===== src/rtl/regfile_param.sv =====
// regfile_param: parametrised register file with one write port, two registered
// read ports and a bulk-clear sequencer (IDLE/CLEAR FSM).
// Optional feature macro: RF_BYPASS_EN. When defined, a read that hits the
// entry being written on the same edge returns the new value (write-first).
// When undefined, it returns the pre-write value (read-first).
//
// Clear handshake: clr_req is a single-cycle request that is accepted only
// while busy is low (FSM in IDLE). Once accepted, busy stays high for exactly
// NREGS cycles. clr_req is ignored while busy is high, and so is we.
module regfile_param #(
  parameter int DATA_W  = 32,
  parameter int ADDR_W  = 5,
  parameter int NREGS   = 32,
  parameter int ZERO_R0 = 1
) (
  input  logic              clk,
  input  logic              rst,
  input  logic              we,
  input  logic [ADDR_W-1:0] sel_r_in,
  input  logic [DATA_W-1:0] data_in,
  input  logic [ADDR_W-1:0] sel_r_a,
  input  logic [ADDR_W-1:0] sel_r_b,
  output logic [DATA_W-1:0] ra,
  output logic [DATA_W-1:0] rb,
  input  logic              clr_req,
  output logic              busy
);

  localparam int IDX_W = (NREGS > 1) ? $clog2(NREGS) : 1;
  localparam logic [ADDR_W-1:0] LAST_IDX = ADDR_W'(NREGS - 1);

  typedef enum logic {
    IDLE  = 1'b0,
    CLEAR = 1'b1
  } state_t;

  // state is the FSM's observable state; checkers can bind to it directly.
  state_t            state;
  state_t            state_nxt;
  logic [ADDR_W-1:0] clr_idx;
  logic              clr_start;

  logic [DATA_W-1:0] mem [NREGS];

  logic              wr_en;
  logic [ADDR_W-1:0] wr_idx;
  logic [DATA_W-1:0] wr_data;
  logic [DATA_W-1:0] rd_a;
  logic [DATA_W-1:0] rd_b;

  // A selector maps to real storage only if it is below NREGS.
  function automatic logic in_range(input logic [ADDR_W-1:0] s);
    return (33'(s) < 33'(NREGS));
  endfunction

  // Readable/writable entry: in range and not the hardwired zero register.
  function automatic logic usable(input logic [ADDR_W-1:0] s);
    return in_range(s) && !((ZERO_R0 != 0) && (s == '0));
  endfunction

  // FSM state register.
  always_ff @(posedge clk or negedge rst) begin
    if (!rst) state <= IDLE;
    else      state <= state_nxt;
  end

  // FSM next-state: a clear runs from request until the last entry is zeroed.
  always_comb begin
    state_nxt = state;
    case (state)
      IDLE:    if (clr_req) state_nxt = CLEAR;
      CLEAR:   if (clr_idx == LAST_IDX) state_nxt = IDLE;
      default: state_nxt = IDLE;
    endcase
  end

  // FSM outputs: busy flag, clear start, and the single write-port mux
  // (sequencer zero-writes own the port while clearing).
  always_comb begin
    busy      = (state == CLEAR);
    clr_start = (state == IDLE) && clr_req;
    wr_en     = 1'b0;
    wr_idx    = sel_r_in;
    wr_data   = data_in;
    if (state == CLEAR) begin
      wr_en   = 1'b1;
      wr_idx  = clr_idx;
      wr_data = '0;
    end else if (we && usable(sel_r_in)) begin
      wr_en   = 1'b1;
    end
  end

  // Clear index: restarts at 0 on acceptance, advances once per clear edge.
  always_ff @(posedge clk or negedge rst) begin
    if (!rst)              clr_idx <= '0;
    else if (clr_start)    clr_idx <= '0;
    else if (state == CLEAR) clr_idx <= clr_idx + 1'b1;
  end

  // Storage: asynchronous zeroing on reset, one write per edge otherwise.
  always_ff @(posedge clk or negedge rst) begin
    if (!rst) begin
      for (int i = 0; i < NREGS; i++) mem[i] <= '0;
    end else if (wr_en) begin
      mem[wr_idx[IDX_W-1:0]] <= wr_data;
    end
  end

  // Read port A data, with zero/out-of-range masking taking precedence.
  always_comb begin
    rd_a = '0;
    if (usable(sel_r_a)) begin
      rd_a = mem[sel_r_a[IDX_W-1:0]];
`ifdef RF_BYPASS_EN
      if (wr_en && (wr_idx == sel_r_a)) rd_a = wr_data;
`endif
    end
  end

  // Read port B data, same rules as port A.
  always_comb begin
    rd_b = '0;
    if (usable(sel_r_b)) begin
      rd_b = mem[sel_r_b[IDX_W-1:0]];
`ifdef RF_BYPASS_EN
      if (wr_en && (wr_idx == sel_r_b)) rd_b = wr_data;
`endif
    end
  end

  // Registered read outputs.
  always_ff @(posedge clk or negedge rst) begin
    if (!rst) begin
      ra <= '0;
      rb <= '0;
    end else begin
      ra <= rd_a;
      rb <= rd_b;
    end
  end

endmodule


===== config.mk =====
export PLATFORM = sky130hd
export DESIGN_NAME = regfile_param
export DESIGN_NICKNAME = d
export VERILOG_FILES = /design/src/rtl/regfile_param.sv
export SDC_FILE = /design/constraint.sdc
export NUM_CORES = 2
export LEC_CHECK = 0
export CAP_MARGIN = 25
export CORE_ASPECT_RATIO = 1.4
export CORE_MARGIN = 1
export CORE_UTILIZATION = 60
export CTS_BUF_LIST = sky130_fd_sc_hd__clkbuf_4
export DETAILED_ROUTE_END_ITERATION = 16
export GPL_TIMING_DRIVEN = 0
export PLACE_DENSITY_LB_ADDON = 0.1
export SYNTH_ARGS = -nofsm -noshare
export SYNTH_HDL_FRONTEND = slang
export SYNTH_SLANG_ARGS = --single-unit

===== constraint.sdc =====
create_clock -name clk -period 3.3 [get_ports clk]
set_input_delay 0.33 -clock clk [delete_from_list [all_inputs] [get_ports clk]]
set_output_delay 0.33 -clock clk [all_outputs]
set_load 0.02 [all_outputs]

==> results.cfg <==
[timing]
maxClockFrequency_ghz = 0.3084
setup_tns_ps = 0
whs_ps = 166.9
rsz0062_at_grt = false
timing.slew.headroom = 0.1751
report.final.setup_viol = 0
hold_viol = 0
final.period_utilization = 0.9825
final.setup_skew_ps = 76.35
timing.final.crit_period_ps = 3242
worst-slew-pin-transition_ps = 1237
maxSlewViolCount = 0

[floorplanning]
start_util = 0.6057
floorplan.core_area_mm2 = 0.09402
row_count = 133
dieWidth_um = 262.4
die_height_um = 366.5
ioPinCount = 116
design.die.area_mm2 = 0.09617

[worst_setup_path]
crit_slowest_cell = sky130_fd_sc_hd__clkbuf_1
beginning_of_the_worst_register_to_register_path = clr_idx[0]
crit_top_cell = sky130_fd_sc_hd__clkbuf_1
data_required_critical_path_ps = 4410
crit_fanout = 10
setup_slack_of_the_worst_register_to_register_path_ps = 320
reg2reg_to = mem[1000]
worstPathArrival_ps = 4350
slowest_delay_ps = 720
setup.worst_path.end_class = flip-flop
cp_cell_instances = dlygate4sd3_1, clkbuf_1, or2_2, clkbuf_1, or4_1, clkbuf_1, o21ai_0, a311oi_1
rr_worst_depth = 5
nature_of_the_critical_path_startpoint = input port
path_type_of_the_worst_setup_path = in -> reg

[finish]
area.growth.synth_to_final_pct = 12.39
final.fill_count = 6811
drive_gt1_frac = 0.4881
finish.net_count = 4301

[synth]
ys_warnings = 0
synth.ff_latch_count = 1094
ys_top_cells_by_area = sky130_fd_sc_hd__dfrtp_1 48%, sky130_fd_sc_hd__mux2_2 20%, sky130_fd_sc_hd__mux4_2 18%
post_synth_instance_area_mm2 = 0.05695
synthDistinctLibCells = 42
ys_dominant_reg_cell = sky130_fd_sc_hd__dfrtp_1
synth_enable_flop_cells = 0
synth.net_count = 3822
synth_top_area_share = 0.4807
asr_flop_ratio_synth = 1.000
synth.yosys.seq_area_share = 0.4807
synth_cells = 3769
post_synth.cell_area_avg_um2 = 15.11
synth.largest_area_cell = sky130_fd_sc_hd__dfrtp_1

[pwr]
finalPower_w = 0.05076
power_density_mw_per_mm2 = 793.0
irDropWorstVdd_mv = 0.4843
leakagePower_nw = 29.15

[cts]
postCtsSetupBuffers = 0
numCtsBuffers = 294
number_of_sinks_handled_by_clock_tree_synthesis = 1094
max_h_tree_level = 5
worst_skew_pair.late_latency_ps = 1300
cts_tree = yes
max-clock-path-buffers = 4
postCtsResizedCells = 0
clk_tree_root_cell = sky130_fd_sc_hd__clkbuf_4
clkTransAtPathRegs_ps = 70

[placed_design]
post-dp-hpwl_um = 143500
port-buffer-count = 107
gpl.final_weighted_congestion = 0.9505

[drt]
drt_pass_1_iters = 8
drcViolationCount = 0
route.antenna.remaining_nets = 0
wire_per_inst_um = 36.96
vias = 40557
wirelength_um = 208300
vias_per_cell = 7.196
drt_first_iter_violations = 4451

[global_route]
grt_pass1_wl_um = 296900
initial_antenna_violation_count = 13
overflow = 0
first_global_vias = 42402
maximum_number_of_pins_on_one_net_before_global_route_repair = 179
groute.usage.overall = 0.4421

[min_path]
hp-class = in -> async

[job]
max_cap_violations = 0

[run_status]
outcome = completed
[timing repair]
action / in CTS / in global routing
hold buffers: 37 / 0
endpoints found under the hold margin: 410 / 0
setup endpoints to repair: 0 / 111
[cells in the mapped netlist, types with 5 or more instances]
library cell and instances:
sky130_fd_sc_hd__o2111ai_1 17, sky130_fd_sc_hd__nand2b_1 12, sky130_fd_sc_hd__buf_1 6, sky130_fd_sc_hd__buf_2 133, sky130_fd_sc_hd__dfrtp_1 1094, sky130_fd_sc_hd__buf_4 18, sky130_fd_sc_hd__a311oi_1 64, sky130_fd_sc_hd__nor2_1 8
sky130_fd_sc_hd__a211oi_1 64, sky130_fd_sc_hd__nor2b_1 136, sky130_fd_sc_hd__mux2_1 33, sky130_fd_sc_hd__a221oi_1 47, sky130_fd_sc_hd__clkbuf_1 205, sky130_fd_sc_hd__buf_6 43, sky130_fd_sc_hd__mux2_2 1023, sky130_fd_sc_hd__a22oi_1 70
sky130_fd_sc_hd__o21ai_1 9, sky130_fd_sc_hd__o21ai_0 106, sky130_fd_sc_hd__nand2_1 64, sky130_fd_sc_hd__mux4_2 448, sky130_fd_sc_hd__mux2i_1 129, sky130_fd_sc_hd__nand3b_1 5
[power breakdown]
part	switching [W]	internal [W]
Clock	0.00568	0.00582
Combinational	0.00730	0.00943
Sequential	0.00388	0.0186
Total	0.0169	0.0339
[sequential cells by signal, indices dropped and copies added, names as in the netlist]
signal   count
mem       1024
ra          32
rb          32
clr_idx      5
busy         1
[worst max-delay path by stage]
| stage | startpoint | end | slack (ps) | cells past startpoint |
|---|---|---|---|---|
| finish | sel_r_a[4] | ra[20] | 60 | 8 |
| global placement | rst | mem[648] | -47940 | 1 |
| CTS | rst | mem[232] | 260 | 8 |
| detailed placement | sel_r_a[3] | ra[8] | -820 | 7 |
| floorplan | busy | mem[961] | 1180 | 6 |
| global route | rst | mem[103] | 80 | 7 |
[metrics by stage]
| step | setup slack [ps] | cell area, um2 | util | instances |
|---|---|---|---|---|
| 3_5_place_dp | -823.2 | 60210 | 0.6403 | 5126 |
| 4_1_cts | 257.3 | 63910 | 0.6797 | 5620 |
| 5_1_grt | 84.89 | 63990 | 0.6806 | 5630 |
| 3_3_place_gp | -47940 | 59540 | 0.6332 | 5091 |
| 6_report | 57.64 | 64000 | 0.6807 | 5636 |
| 2_1_floorplan | 1176 | 56950 | - | 3769 |
[cells by family after synthesis]
| group | after synthesis | share of synthesized area |
|---|---|---|
| muxes | 1633 | 0.4087 |
| xor gates and xnor gates | 2 | 0.0003077 |
| DFF | 1094 | 0.4807 |
| AOI/OAI and AO/OA | 384 | 0.04908 |
| adders and majority gates | 2 | 0.0004394 |
| buffers and inverters | 411 | 0.03693 |
| and+or+nand+nor | 243 | 0.02384 |
[cells in the final DEF, fill, tap and decap left out, drive strengths merged, types with 64 or more instances in the layout]
cell type      instances
dfrtp               1094
mux2                1056
clkbuf               627
mux4                 448
buf                  240
nor2b                136
mux2i                129
o21ai                116
clkdlybuf4s50        106
a22oi                 73
a211oi                64
a311oi                64
nand2                 64
[metal layers]
| metal | routed length, um | track usage |
|---|---|---|
| met4 | 17930 | 0.3371 |
| met2 | 96280 | 0.6761 |
| met3 | 23040 | 0.1515 |
| met1 | 70810 | 0.5155 |
| met5 | 240 | 0.009510 |
[layout make-up]
class,count,area (um2),area share
Multi-Input combinational cell,2264,27480,0.4293
Sequential cell,1094,27380,0.4277
Clock buffer,418,3138,0.04903
Timing Repair Buffer,183,2170,0.03390
Buffer,408,2097,0.03276
Tap cell,1215,1520,0.02375
Clock inverter,39,182.7,0.002854
Antenna cell,12,30.03,0.0004692
Inverter,3,11.26,0.0001759
[critical path, delay by kind of cell]
family,cells,cell delay [ps]
AO/OA/AOI/OAI,2,740
AND/OR/NAND/NOR,2,890
buffers and inverters,4,2380
(Power assumes the default switching activity.)
